$ cat src/rtl/imm_gen_stage.sv
// Immediate generator feeding a 2-entry FIFO: 1-cycle latency into an empty queue, 1 entry/cycle throughput.
// Backpressure: ready_o drops only when both entries are full (state-only, never from ready_i).
package imm_gen_pkg;
  typedef enum logic [2:0] {
    INST_R = 3'd0,
    INST_I = 3'd1,
    INST_S = 3'd2,
    INST_B = 3'd3,
    INST_U = 3'd4,
    INST_J = 3'd5,
    INST_Z = 3'd6
  } inst_type;
endpackage

module imm_gen_stage
  import imm_gen_pkg::*;
#(
  parameter int XLEN  = 32,
  parameter int TAG_W = 8
) (
  input  logic              clk_i,
  input  logic              rst_ni,
  input  logic              flush_i,
  input  logic              valid_i,
  output logic              ready_o,
  input  logic [31:0]       instruction_i,
  input  inst_type          instruction_type_i,
  input  logic [TAG_W-1:0]  tag_i,
  output logic              valid_o,
  input  logic              ready_i,
  output logic [XLEN-1:0]   immediate_o,
  output inst_type          instruction_type_o,
  output logic [TAG_W-1:0]  tag_o
);

  if (XLEN != 32 && XLEN != 64) begin : g_bad_xlen
    $error("imm_gen_stage: XLEN must be 32 or 64");
  end

  localparam logic SHAMT6 = (XLEN == 64);

  logic [XLEN-1:0]  imm_q  [2];
  inst_type         type_q [2];
  logic [TAG_W-1:0] tag_q  [2];
  logic             wr_ptr;
  logic             rd_ptr;
  logic [1:0]       count;
  logic [XLEN-1:0]  imm_d;
  logic             enq;
  logic             deq;
  logic             unused_opcode;

  // Opcode bits carry no immediate content in any format.
  assign unused_opcode = ^instruction_i[6:0];

  always_comb begin
    imm_d = '0;
    case (instruction_type_i)
      INST_I: imm_d = {{(XLEN-12){instruction_i[31]}}, instruction_i[31:20]};
      INST_S: imm_d = {{(XLEN-12){instruction_i[31]}}, instruction_i[31:25], instruction_i[11:7]};
      INST_B: imm_d = {{(XLEN-13){instruction_i[31]}}, instruction_i[31], instruction_i[7],
                       instruction_i[30:25], instruction_i[11:8], 1'b0};
      INST_U: imm_d = {{(XLEN-31){instruction_i[31]}}, instruction_i[30:12], 12'b0};
      INST_J: imm_d = {{(XLEN-21){instruction_i[31]}}, instruction_i[31], instruction_i[19:12],
                       instruction_i[20], instruction_i[30:21], 1'b0};
      INST_R: imm_d = {{(XLEN-6){1'b0}}, SHAMT6 & instruction_i[25], instruction_i[24:20]};
      INST_Z: imm_d = {{(XLEN-5){1'b0}}, instruction_i[19:15]};
      default: imm_d = '0;
    endcase
  end

  assign ready_o = (count != 2'd2);
  assign valid_o = (count != 2'd0);
  assign enq     = valid_i && ready_o;
  assign deq     = valid_o && ready_i;

  always_ff @(posedge clk_i or negedge rst_ni) begin
    if (!rst_ni) begin
      count     <= 2'd0;
      wr_ptr    <= 1'b0;
      rd_ptr    <= 1'b0;
      imm_q[0]  <= '0;
      imm_q[1]  <= '0;
      type_q[0] <= INST_R;
      type_q[1] <= INST_R;
      tag_q[0]  <= '0;
      tag_q[1]  <= '0;
    end else if (flush_i) begin
      count  <= 2'd0;
      wr_ptr <= 1'b0;
      rd_ptr <= 1'b0;
    end else begin
      if (enq) begin
        imm_q[wr_ptr]  <= imm_d;
        type_q[wr_ptr] <= instruction_type_i;
        tag_q[wr_ptr]  <= tag_i;
        wr_ptr         <= ~wr_ptr;
      end
      if (deq) begin
        rd_ptr <= ~rd_ptr;
      end
      case ({enq, deq})
        2'b10:   count <= count + 2'd1;
        2'b01:   count <= count - 2'd1;
        default: count <= count;
      endcase
    end
  end

  assign immediate_o        = imm_q[rd_ptr];
  assign instruction_type_o = type_q[rd_ptr];
  assign tag_o              = tag_q[rd_ptr];

  a_no_enq_when_full: assert property (@(posedge clk_i) disable iff (!rst_ni)
    enq |-> (count != 2'd2));

  a_count_bound: assert property (@(posedge clk_i) disable iff (!rst_ni)
    count <= 2'd2);

  a_head_stable: assert property (@(posedge clk_i) disable iff (!rst_ni)
    (valid_o && !ready_i && !flush_i) |=>
      ($stable(immediate_o) && $stable(instruction_type_o) && $stable(tag_o)));

endmodule

$ cat config.mk
export PLATFORM = sky130hd
export DESIGN_NAME = imm_gen_stage
export DESIGN_NICKNAME = d
export VERILOG_FILES = /design/src/rtl/imm_gen_stage.sv
export SDC_FILE = /design/constraint.sdc
export NUM_CORES = 1
export LEC_CHECK = 0
export CAP_MARGIN = 20
export CORE_MARGIN = 2
export CORE_UTILIZATION = 25
export CTS_CLUSTER_SIZE = 10
export DETAILED_ROUTE_END_ITERATION = 7
export DONT_BUFFER_PORTS = 1
export GPL_TIMING_DRIVEN = 0
export PLACE_DENSITY = 0.4
export SYNTH_ARGS = -nofsm -noshare
export SYNTH_HDL_FRONTEND = slang
export SYNTH_SLANG_ARGS = --single-unit
$ cat constraint.sdc
create_clock -name clk_i -period 4.1 [get_ports clk_i]
set_clock_uncertainty 0.2 [all_clocks]
set_input_delay 0.205 -clock clk_i [delete_from_list [all_inputs] [get_ports clk_i]]
set_output_delay 0.205 -clock clk_i [all_outputs]
set_load 0.02 [all_outputs]
Word level (Yosys, flattened, before mapping)
Cells that the tools add are included.
W data, S select, Z words.
Cells by class
  div/mod/pow operators: 0
  add/sub/neg operators: 2
  $lt $le $gt $ge: 3
  $mul: 0
  shifts and indexed selects: 0
  reductions and logical operators: 9
  muxes and demuxes: 25
  equal/unequal tests: 9
  bitwise gates (word level): 5
Operators by type and width (count)
  $pmux W32 S7: 1
  $mux W32: 4
  $bwmux W64: 1
  $demux W32 S1: 1
  $mux W8: 4
  $bwmux W16: 1
  $mux W3: 4
  $eq A3 B3 Y1 const B: 3
  $demux W8 S1: 1
  $bwmux W6: 1
  $eq A3 B2 Y1 const B: 2
  $reduce_bool A2 Y1: 3
  $ge A2 B2 Y1 const B: 2
  $mux W1: 4
  $not A1 Y2: 2
  $pmux W2 S2: 1
  $demux W3 S1: 1
  $eq A3 B1 Y1 const B: 1
  $logic_and A1 B1 Y1: 3
  $logic_not A3 Y1: 1
  $not A1 Y1: 3
  $reduce_bool A3 Y1: 1
  $add A2 B1 Y2 const B: 1
  $eq A2 B1 Y1 const B: 1
  other kinds (6): 6
Word-level totals
  latch bits: 0
  output and inout bits: 45
  bits of input ports: 48
  logic and storage cells: 62
  flip-flop bits (word level): 90
  memory bits (writable): 0
  bits in read-only memories: 0
  memories kept: 0

Logic depth before layout (Yosys ltp)
Gate-level depths: netlist of the first run.
  word-level depth: 6
  depth in mapped cells: 6

Worst setup path after synthesis of the first run
No wires, ideal clock.
  path kind: register to register
  start: reg count[0]
  end: reg imm_q[35] (netlist name)
  slack: 2443 ps
  stages on the path, launching flop included: 6
  arrival time: 1332 ps
  buffers on the path: 2
  path through: dfrtp_1 > nand2b_1 > and4_4 > buf_6 > buf_6 > mux2_4
Between the ends
  word-level cells in the longest chain between the ends: 3
Ends and longest elaborated chain
  from (decl): RTL line 47  | logic [1:0] count;
  from (signal assigned): RTL line 103  | 2'b10: count <= count + 2'd1;
  from (signal assigned): RTL line 104  | 2'b01: count <= count - 2'd1;
  from (signal assigned): RTL line 105  | default: count <= count;
  $ne A2 B2 Y1: RTL line 72  | assign ready_o = (count != 2'd2);
  $logic_and A1 B1 Y1: RTL line 74  | assign enq = valid_i && ready_o;
  $reduce_and A2 Y1 (no line)
  to (signal, indexed assignment): RTL line 94  | imm_q[wr_ptr] <= imm_d;
  to (decl): RTL line 42  | logic [XLEN-1:0] imm_q [2];
Every way passes these cells.
A chain may end at the register's enable or synchronous reset.

Final worst setup path of the first run
  start: reg rd_ptr
  end: out immediate_o[5]
Between the ends
  word-level cells in the longest chain between the ends: 4
Ends and longest elaborated chain
  from (decl): RTL line 46  | logic rd_ptr;
  from (signal assigned): RTL line 100  | rd_ptr <= ~rd_ptr;
  $not A1 Y2 (implied by the code): RTL line 110  | assign immediate_o = imm_q[rd_ptr];
  $mux W32 (implied by the code) (3 in a row): RTL line 110
  to (decl): RTL line 31  | output logic [XLEN-1:0] immediate_o,
Every way passes these cells. The select of a mux whose other input is x is not followed.

==> results of run 1 <==
power by group through the flow:
| stage | combinational (uW) | clock [uW] | sequential (uW) |
|---|---|---|---|
| after global routing | 832 | 857 | 1240 |
| final | 773 | 795 | 1210 |
| after CTS | 787 | 825 | 1210 |
| after floorplan | 619 | 0 | 1190 |
| after global placement | 721 | 0 | 1210 |
| after detailed placement | 731 | 0 | 1220 |
cell type report:
cell class / instances / area (sq um)
fill: 1894 / 13000
timing repair buffer: 34 / 358
inverter: 21 / 78.8
clock buffer: 10 / 229
buffer: 36 / 219
antenna: 1 / 2.50
multi-input combinational: 236 / 2170
tap: 234 / 293
clock inverter: 6 / 51.3
sequential: 90 / 2250
flip-flops by register name, indices dropped and copies added (netlist names):
| name | flops |
|---|---|
| tag_q | 16 |
| wr_ptr | 1 |
| type_q | 6 |
| rd_ptr | 1 |
| count | 2 |
| imm_q | 64 |
per-layer routing:
layer	GRT usage, %	up-vias	wire (microns)
met5	0	-	0
met4	5.68	0	234
met3	3.34	12	766
met2	22.6	85	6550
met1	19.3	1704	6520
li1	-	1511	-
final timing paths:
path                       cells after the start  slack, ns                     to             startpoint
max reg2reg                                    5       2.15  imm_q[61]$_DFFE_PN0P_   count[0]$_DFFE_PN0P_
max                                            3       1.52         immediate_o[5]     rd_ptr$_DFFE_PN0P_
min in group asynchronous                      2       0.23   imm_q[8]$_DFFE_PN0P_                 rst_ni
max in group asynchronous                      2       3.08   imm_q[0]$_DFFE_PN0P_                 rst_ni
min reg2reg                                    1       0.30  type_q[2]$_DFFE_PN0P_  type_q[2]$_DFFE_PN0P_
min                                            3       0.02  imm_q[20]$_DFFE_PN0P_  instruction_type_i[2]
cell families after synthesis:
group | count (synthesis) | share of synthesized area [%]
muxes | 104 | 27.5
buffers and inverters | 57 | 6.30
AOI/OAI and AO/OA | 84 | 12.7
DFF | 90 | 47.7
xor gates and xnor gates | 1 | 0.185
and+or+nand+nor | 47 | 5.56
through the flow:
stage | instance area (sq um) | total power, uW | utilization (%)
2_1_floorplan | 4720 | 1810 | -
3_3_place_gp | 5020 | 1930 | 26.9
3_5_place_dp | 5020 | 1950 | 26.9
4_1_cts | 5650 | 2820 | 30.3
5_1_grt | 5660 | 2920 | 30.3
6_report | 5660 | 2780 | 30.3
synth_stat cells, drive strengths merged (6+ instances only):
master / number / area share (%)
dfrtp: 90 / 48
mux2: 85 / 24
a31oi: 24 / 3.2
a41oi: 24 / 4.5
buf: 24 / 3.7
inv: 21 / 1.7
nand2: 20 / 1.6
mux2i: 19 / 4.0
o21ai: 15 / 1.6
clkbuf: 12 / 0.95
o2bb2ai: 8 / 1.5
nand3b: 6 / 0.95
critical path: stages (launching register included):
cell and delay (ns):
dfrtp_1 0.32, clkbuf_1 0.27, clkbuf_1 0.70, o21ai_0 0.52
what timing repair did:
action,4_1_cts,5_1_grt
hold endpoints to repair,168,0
hold buffers,34,0
resized for setup,0,0
buffers inserted,0,0
==> impl_metrics.tcl, run 1 <==
set metrics [dict create \
    clk_pin_slew_ns 0.07 \
    cts_tree "done" \
    wl_mm 14.1 \
    endpoint_kind "primary output" \
    maxSlewHeadroom_pct 41.3 \
    p_switching_uw 905 \
    io_pins 93 \
    nets 476 \
    fin_tns_setup_ns 0 \
    mostFrequentLayoutCells "90 x dfrtp_1, 44 x mux2_2, 41 x mux2_4" \
    syn_area_per_cell_sq_um 12.3 \
    asyncSetResetFlopFracSynth_pct 100 \
    cts_buffers 9 \
    fin_crit_ns 2.58 \
    holdWs_ns 0.0176 \
    final-max-slew-violation-count 0 \
    path_class "reg -> out" \
    initial_core_util_pct 25.3 \
    clock_path_buffers 2 \
    dp_slack_ns 1.84 \
    hpwl_mm 9.60 \
    die_w_microns 141 \
    rsz0062_at_grt "no" \
    gr-total-overflow 0 \
    cp.arrival_ns 2.17 \
    viasPerCell 4.96 \
    ys_warn_count 0 \
    min_path_type "in -> reg" \
    hold_viol 0 \
    instances_no_fill 668 \
    synth.yosys.seq_area_share_pct 47.7 \
    worstSkewPairLatency_ns 0.34 \
    layout_commonest_cell "dfrtp_1" \
    drt_iter0_drc 166 \
    syn_area_sq_mm 0.00472 \
    combPwrFrac_pct 27.8 \
    crit_path_start_kind "flop" \
    drive_gt1_share_pct 29.8 \
    setup_viol 0 \
    pwr-share-clk_pct 28.6 \
    power.internal_uw 1870 \
    fp.coreArea_sq_mm 0.0186 \
    dieArea_sq_mm 0.0200 \
    worstPathRequired_ns 3.69 \
    dp.cells 617 \
    ys_ff_latch 90 \
    synthDistinctLibCells 37 \
    p_per_area_mw_per_mm2 491 \
    synth_cells 383 \
    ant_nets 0 \
    max_cap_violations 0 \
    fin_ws_ns 1.52 \
    fin_crit_sh_pct 62.8 \
    ys.flop_type "dfrtp_1" \
    clock-sinks 90 \
    grt_first_pass_wirelength_mm 21.6 \
    synthToLayoutAreaGrowth_pct 19.8 \
    antenna_found_initial 1 \
    cts_root_buf "clkbuf_16" \
    seqPwrFrac_pct 43.6 \
    status "finished, final reports clean" \
    dr.pass1.iters 4 \
    grt_max_degree 91 \
    vias 3312 \
    ir_worst_vdd_v 0.000181 \
    fmax_ghz 0.388 \
    grt_pass1_vias 3561 \
    synth-edff-count 0 \
    htree_levels 3 \
    wire_per_inst_microns 21.1 \
    p_leak_uw 0.00233 \
    grt_use_total_pct 14.4 \
    gp_congestion 0.718 \
    portBuffers 0 \
    rows 50 \
    path_max_fanout 10 \
    tightest_slew_ns 0.881 \
    drc 0 \
    swShare_pct 32.6 \
    synth_nets 431 \
    die_y_microns 141 \
]
Note: power is estimated with default switching activity, not from simulation.
==> run 2, diff against run 1 <==
PLACE_DENSITY = 0.42   (was 0.4)
clock period = 2.1 ns   (was 4.1 ns; I/O delays follow)
==> run 2 against run 1 <==
Against the previous run: the run now ends with negative hold slack left; total power grew 94%; flip-flop and latch count stayed put; global-route usage is 0.27 points higher; sequential share of layout area is 0.097 points lower; register-to-register slack got worse by 2.0 ns; critical endpoint is now tag_o[6]; largest cell class unchanged; highest routed layer unchanged.
==> impl_metrics.tcl, run 2 (synthesized netlist as in run 1, its figures left out) <==
set metrics [dict create \
    drive_gt1_share_pct 29.9 \
    grt_pass1_vias 3631 \
    ir_worst_vdd_v 0.000384 \
    clock-sinks 90 \
    path_max_fanout 10 \
    gp_congestion 0.731 \
    nets 478 \
    initial_core_util_pct 25.3 \
    drt_iter0_drc 168 \
    worstSkewPairLatency_ns 0.35 \
    crit_path_start_kind "flop" \
    largest_reg_flops 64 \
    synthToLayoutAreaGrowth_pct 20.1 \
    final-max-slew-violation-count 0 \
    holdBufCountCts 37 \
    grt_first_pass_wirelength_mm 22.1 \
    clk_pin_slew_ns 0.07 \
    rsz0062_at_grt "no" \
    reg.largest.list "imm_q (64), tag_q (16), type_q (6)" \
    worstPathRequired_ns 1.79 \
    fin_crit_ns 1.92 \
    cts_buffers 9 \
    io_pins 93 \
    dieArea_sq_mm 0.0200 \
    dp_slack_ns -0.0328 \
    maxSlewHeadroom_pct 63.2 \
    fin_ws_ns 0.178 \
    setup_viol 0 \
    tightest_slew_ns 0.551 \
    clock_path_buffers 2 \
    p_leak_uw 0.00232 \
    antenna_found_initial 1 \
    drc 0 \
    p_switching_uw 1730 \
    path_class "reg -> out" \
    fmax_ghz 0.520 \
    hpwl_mm 9.51 \
    holdWs_ns -0.760 \
    grt_max_degree 91 \
    die_y_microns 141 \
    cts_tree "done" \
    swShare_pct 32.2 \
    wl_mm 14.1 \
    hold_viol 90 \
    pwr-share-clk_pct 28.5 \
    endpoint_kind "primary output" \
    violations "negative hold slack" \
    fin_tns_setup_ns 0 \
    post_cts_buffers 0 \
    fillers 1884 \
    htree_levels 3 \
    grt_use_total_pct 14.7 \
    cp.arrival_ns 1.62 \
    layout_commonest_cell "dfrtp_1" \
    dp.cells 617 \
    status "finished, violations left" \
    fp.coreArea_sq_mm 0.0186 \
    fin_crit_sh_pct 91.5 \
    die_w_microns 141 \
    ant_nets 0 \
    max_cap_violations 0 \
    mostFrequentLayoutCells "90 x dfrtp_1, 44 x mux2_2, 41 x mux2_4" \
    p_per_area_mw_per_mm2 949 \
    min_path_type "in -> async" \
    combPwrFrac_pct 27.6 \
    viasPerCell 4.95 \
    multi_input_area_sq_mm 0.00217 \
    gr-total-overflow 0 \
    cts_root_buf "clkbuf_16" \
    portBuffers 0 \
    wire_per_inst_microns 21.0 \
    instances_no_fill 670 \
    largest_register "imm_q" \
    vias 3315 \
    seq_area_sq_mm 0.00225 \
    dr.pass1.iters 4 \
    power.internal_uw 3650 \
    rows 50 \
    seqPwrFrac_pct 43.9 \
]
[run 2: what timing repair did]
action,4_1_cts,5_1_grt
resized for setup,10,4
setup endpoints to repair,34,32
gates cloned,0,0
hold endpoints to repair,176,90
[run 2: critical path, stage by stage (launching register included)]
cell	delay, ns
dfrtp_1	0.49
clkbuf_4	0.34
mux2_2	0.43
[run 2: final timing paths]
check | startpoint | endpoint | slack (ns) | cells after the start
worst max-delay path | rd_ptr$_DFFE_PN0P_ | tag_o[6] | 0.18 | 2
worst min-delay path | rst_ni | imm_q[42]$_DFFE_PN0P_ | -0.76 | 0
worst max register to register | count[0]$_DFFE_PN0P_ | imm_q[61]$_DFFE_PN0P_ | 0.20 | 5
worst min register to register | type_q[2]$_DFFE_PN0P_ | type_q[2]$_DFFE_PN0P_ | 0.30 | 1
max in group asynchronous | rst_ni | imm_q[12]$_DFFE_PN0P_ | 2.32 | 0
min in group clk_i | instruction_i[17] | imm_q[2]$_DFFE_PN0P_ | 0.01 | 3
[run 2: stage by stage]
| stage | utilization, % | power (uW) | cell area (sq um) |
|---|---|---|---|
| CTS | 30.4 | 5460 | 5670 |
| floorplan | - | 3530 | 4720 |
| finish | 30.4 | 5380 | 5670 |
| global route | 30.4 | 5690 | 5670 |
| global placement | 26.9 | 3780 | 5020 |
| detailed placement | 26.9 | 3810 | 5020 |
[run 2: area by class of cell]
cell class / count / share of cell area (%)
antenna: 1 / 0.0441
buffer: 35 / 4.02
clock buffer: 10 / 4.04
clock inverter: 6 / 0.772
inverter: 21 / 1.39
multi-input combinational: 236 / 38.3
sequential: 90 / 39.7
tap: 234 / 5.16
timing repair buffer: 37 / 6.53
[run 2: per-layer routing]
metal,routed length [microns],global-route usage [%]
met5,0,0
met4,189,5.58
met3,806,3.27
met2,6420,22.6
met1,6640,20.2
[run 2: power groups by stage]
stage / registers, uW / logic, uW / clock network, uW
2_1_floorplan: 2320 / 1210 / 0
3_3_place_gp: 2370 / 1410 / 0
3_5_place_dp: 2380 / 1430 / 0
4_1_cts: 2360 / 1510 / 1580
5_1_grt: 2410 / 1600 / 1670
6_report: 2360 / 1480 / 1540
==> run 3, diff against run 2 <==
==> constraint.sdc (replaced) <==
create_clock -name clk_i -period 2.1 [get_ports clk_i]
set_clock_uncertainty 0.2 [all_clocks]
set_input_delay 0.42 -clock clk_i [delete_from_list [all_inputs] [get_ports clk_i]]
set_output_delay 0.42 -clock clk_i [all_outputs]
set_load 0.02 [all_outputs]
==> run 3 against run 2 <==
Against the previous run: the run still ends with negative hold slack left; register-to-register slack improved by 0.05 ns; cell area decreased by 5.3%; clock power about the same; worst hold slack improved by 0.32 ns; flip-flop and latch count unchanged; non-clock buffer count decreased by 35; total power decreased by 0.89%; global-route usage decreased by 0.45 points; count of clock-buffer cells in the layout unchanged; core utilization decreased by 1.6 points; worst setup slack got worse by 0.17 ns; critical endpoint is now instruction_type_o[0]; highest routed layer unchanged.
==> impl_metrics.tcl, run 3 (synthesized netlist as in run 1, its figures left out) <==
set metrics [dict create \
    status "finished, violations left" \
    seq_area_sq_mm 0.00225 \
    stdcell_area_sq_mm 0.00537 \
    cts_buffers 9 \
    mostFrequentLayoutCells "89 x dfrtp_1, 44 x mux2_2, 41 x mux2_4" \
    reg.largest.list "imm_q (64), tag_q (16), type_q (6)" \
    gp_congestion 0.731 \
    worstPathRequired_ns 1.48 \
    holdBufCountCts 1 \
    ant_nets 0 \
    drive_gt1_share_pct 35.0 \
    largest_reg_flops 64 \
    drc 0 \
    multi_input_area_sq_mm 0.00220 \
    fp.coreArea_sq_mm 0.0186 \
    htree_levels 3 \
    hpwl_mm 9.51 \
    holdWs_ns -0.443 \
    layout_commonest_cell "dfrtp_1" \
    dp_slack_ns -0.348 \
    fin_crit_ns 2.09 \
    dieArea_sq_mm 0.0200 \
    hold_viol 90 \
    diodes 0 \
    grt_use_total_pct 14.2 \
    io_pins 93 \
    largest_register "imm_q" \
    grt_first_pass_wirelength_mm 21.3 \
    ir_worst_vdd_v 0.000386 \
    path_class "reg -> out" \
    cts_tree "done" \
    viasPerCell 4.98 \
    portBuffers 0 \
    die_y_microns 141 \
    min_path_type "in -> async" \
    reg2reg_slack_ns 0.25 \
    initial_core_util_pct 25.3 \
    crit_path_start_kind "flop" \
    vias 3157 \
    gr-total-overflow 0 \
    grt_max_degree 91 \
    fmax_ghz 0.478 \
    rows 50 \
    fin_crit_sh_pct 99.7 \
    worstSkewPairLatency_ns 0.35 \
    synthToLayoutAreaGrowth_pct 13.7 \
    die_w_microns 141 \
    clk_pin_slew_ns 0.07 \
    fillers 1913 \
    fin_ws_ns 0.00644 \
    reg2reg_to "tag_q[13]$_DFFE_PN0P_" \
    p_leak_uw 0.00220 \
    p_per_area_mw_per_mm2 993 \
    drt_iter0_drc 178 \
    antenna_found_initial 0 \
    violations "negative hold slack" \
    max_cap_violations 0 \
    nets 443 \
    clock_path_buffers 2 \
    placed_area_sq_mm 0.00502 \
    tightest_slew_ns 0.572 \
    wl_mm 13.6 \
    dr.pass1.iters 4 \
    endpoint_kind "primary output" \
    final-max-slew-violation-count 0 \
    grt_pass1_vias 3492 \
    rsz0062_at_grt "yes" \
    reg2reg_depth 5 \
    clock-sinks 90 \
    r2r-start "count[0]$_DFFE_PN0P_" \
    fin_tns_setup_ns 0 \
    maxSlewHeadroom_pct 61.8 \
    path_max_fanout 10 \
    cp.arrival_ns 1.47 \
    wire_per_inst_microns 21.5 \
    cts_root_buf "clkbuf_16" \
    setup_viol 0 \
    fin_total_pwr_uw 5330 \
]
[run 3: cell count changes in the layout (fill, tap and decap cells not counted), sizes merged]
cell,previous run,this run
buf,22,27
clkbuf,23,19
diode,1,0
dlygate4sd3,37,1
[run 3: area by class of cell]
cell class | count | share of cell area, %
buffer | 35 | 4.68
clock buffer | 10 | 4.26
clock inverter | 6 | 0.816
inverter | 21 | 1.47
multi-input combinational | 236 | 41.0
sequential | 90 | 42.0
tap | 234 | 5.45
timing repair buffer | 2 | 0.326
[run 3: repair_timing]
item	in CTS	in global routing
endpoints found under the setup margin	43	34
gates resized for setup	25	5
hold endpoints to repair	94	90
setup buffers	0	1
[run 3: worst max path at each step]
stage | start | to | slack (ns) | cells after the start
2_1_floorplan | rd_ptr$_DFFE_PN0P_ | tag_o[2] | 0.27 | 3
3_3_place_gp | rd_ptr$_DFFE_PN0P_ | immediate_o[7] | -0.37 | 3
3_5_place_dp | rd_ptr$_DFFE_PN0P_ | immediate_o[7] | -0.35 | 3
4_1_cts | rd_ptr$_DFFE_PN0P_ | instruction_type_o[0] | -0.04 | 2
5_1_grt | rd_ptr$_DFFE_PN0P_ | immediate_o[0] | -0.04 | 2
6_report | rd_ptr$_DFFE_PN0P_ | instruction_type_o[0] | 0.006 | 2
[run 3: routing by layer]
layer  track usage (%)  part of all wire, %  routed length [microns]
met5                 0                    0                        0
met4              5.58                  1.4                      196
met3              4.72                  7.3                      995
met2              21.9                   46                     6310
met1              18.5                   45                     6130
[run 3: worst max-delay path, cell delays in order (launching register included)]
cell,delay (ns)
dfrtp_2,0.48
buf_6,0.21
mux2_2,0.43
[run 3: power breakdown]
| part | internal (uW) | switching (uW) | total [uW] |
|---|---|---|---|
| Clock | 803 | 726 | 1530 |
| Sequential | 2150 | 216 | 2370 |
| Combinational | 674 | 767 | 1440 |
[run 3: stage by stage]
step / util, % / instances
after detailed placement: 26.9 / 617
final: 28.8 / 634
after global routing: 28.8 / 634
after floorplan: - / 383
after CTS: 28.7 / 633
after global placement: 26.9 / 617
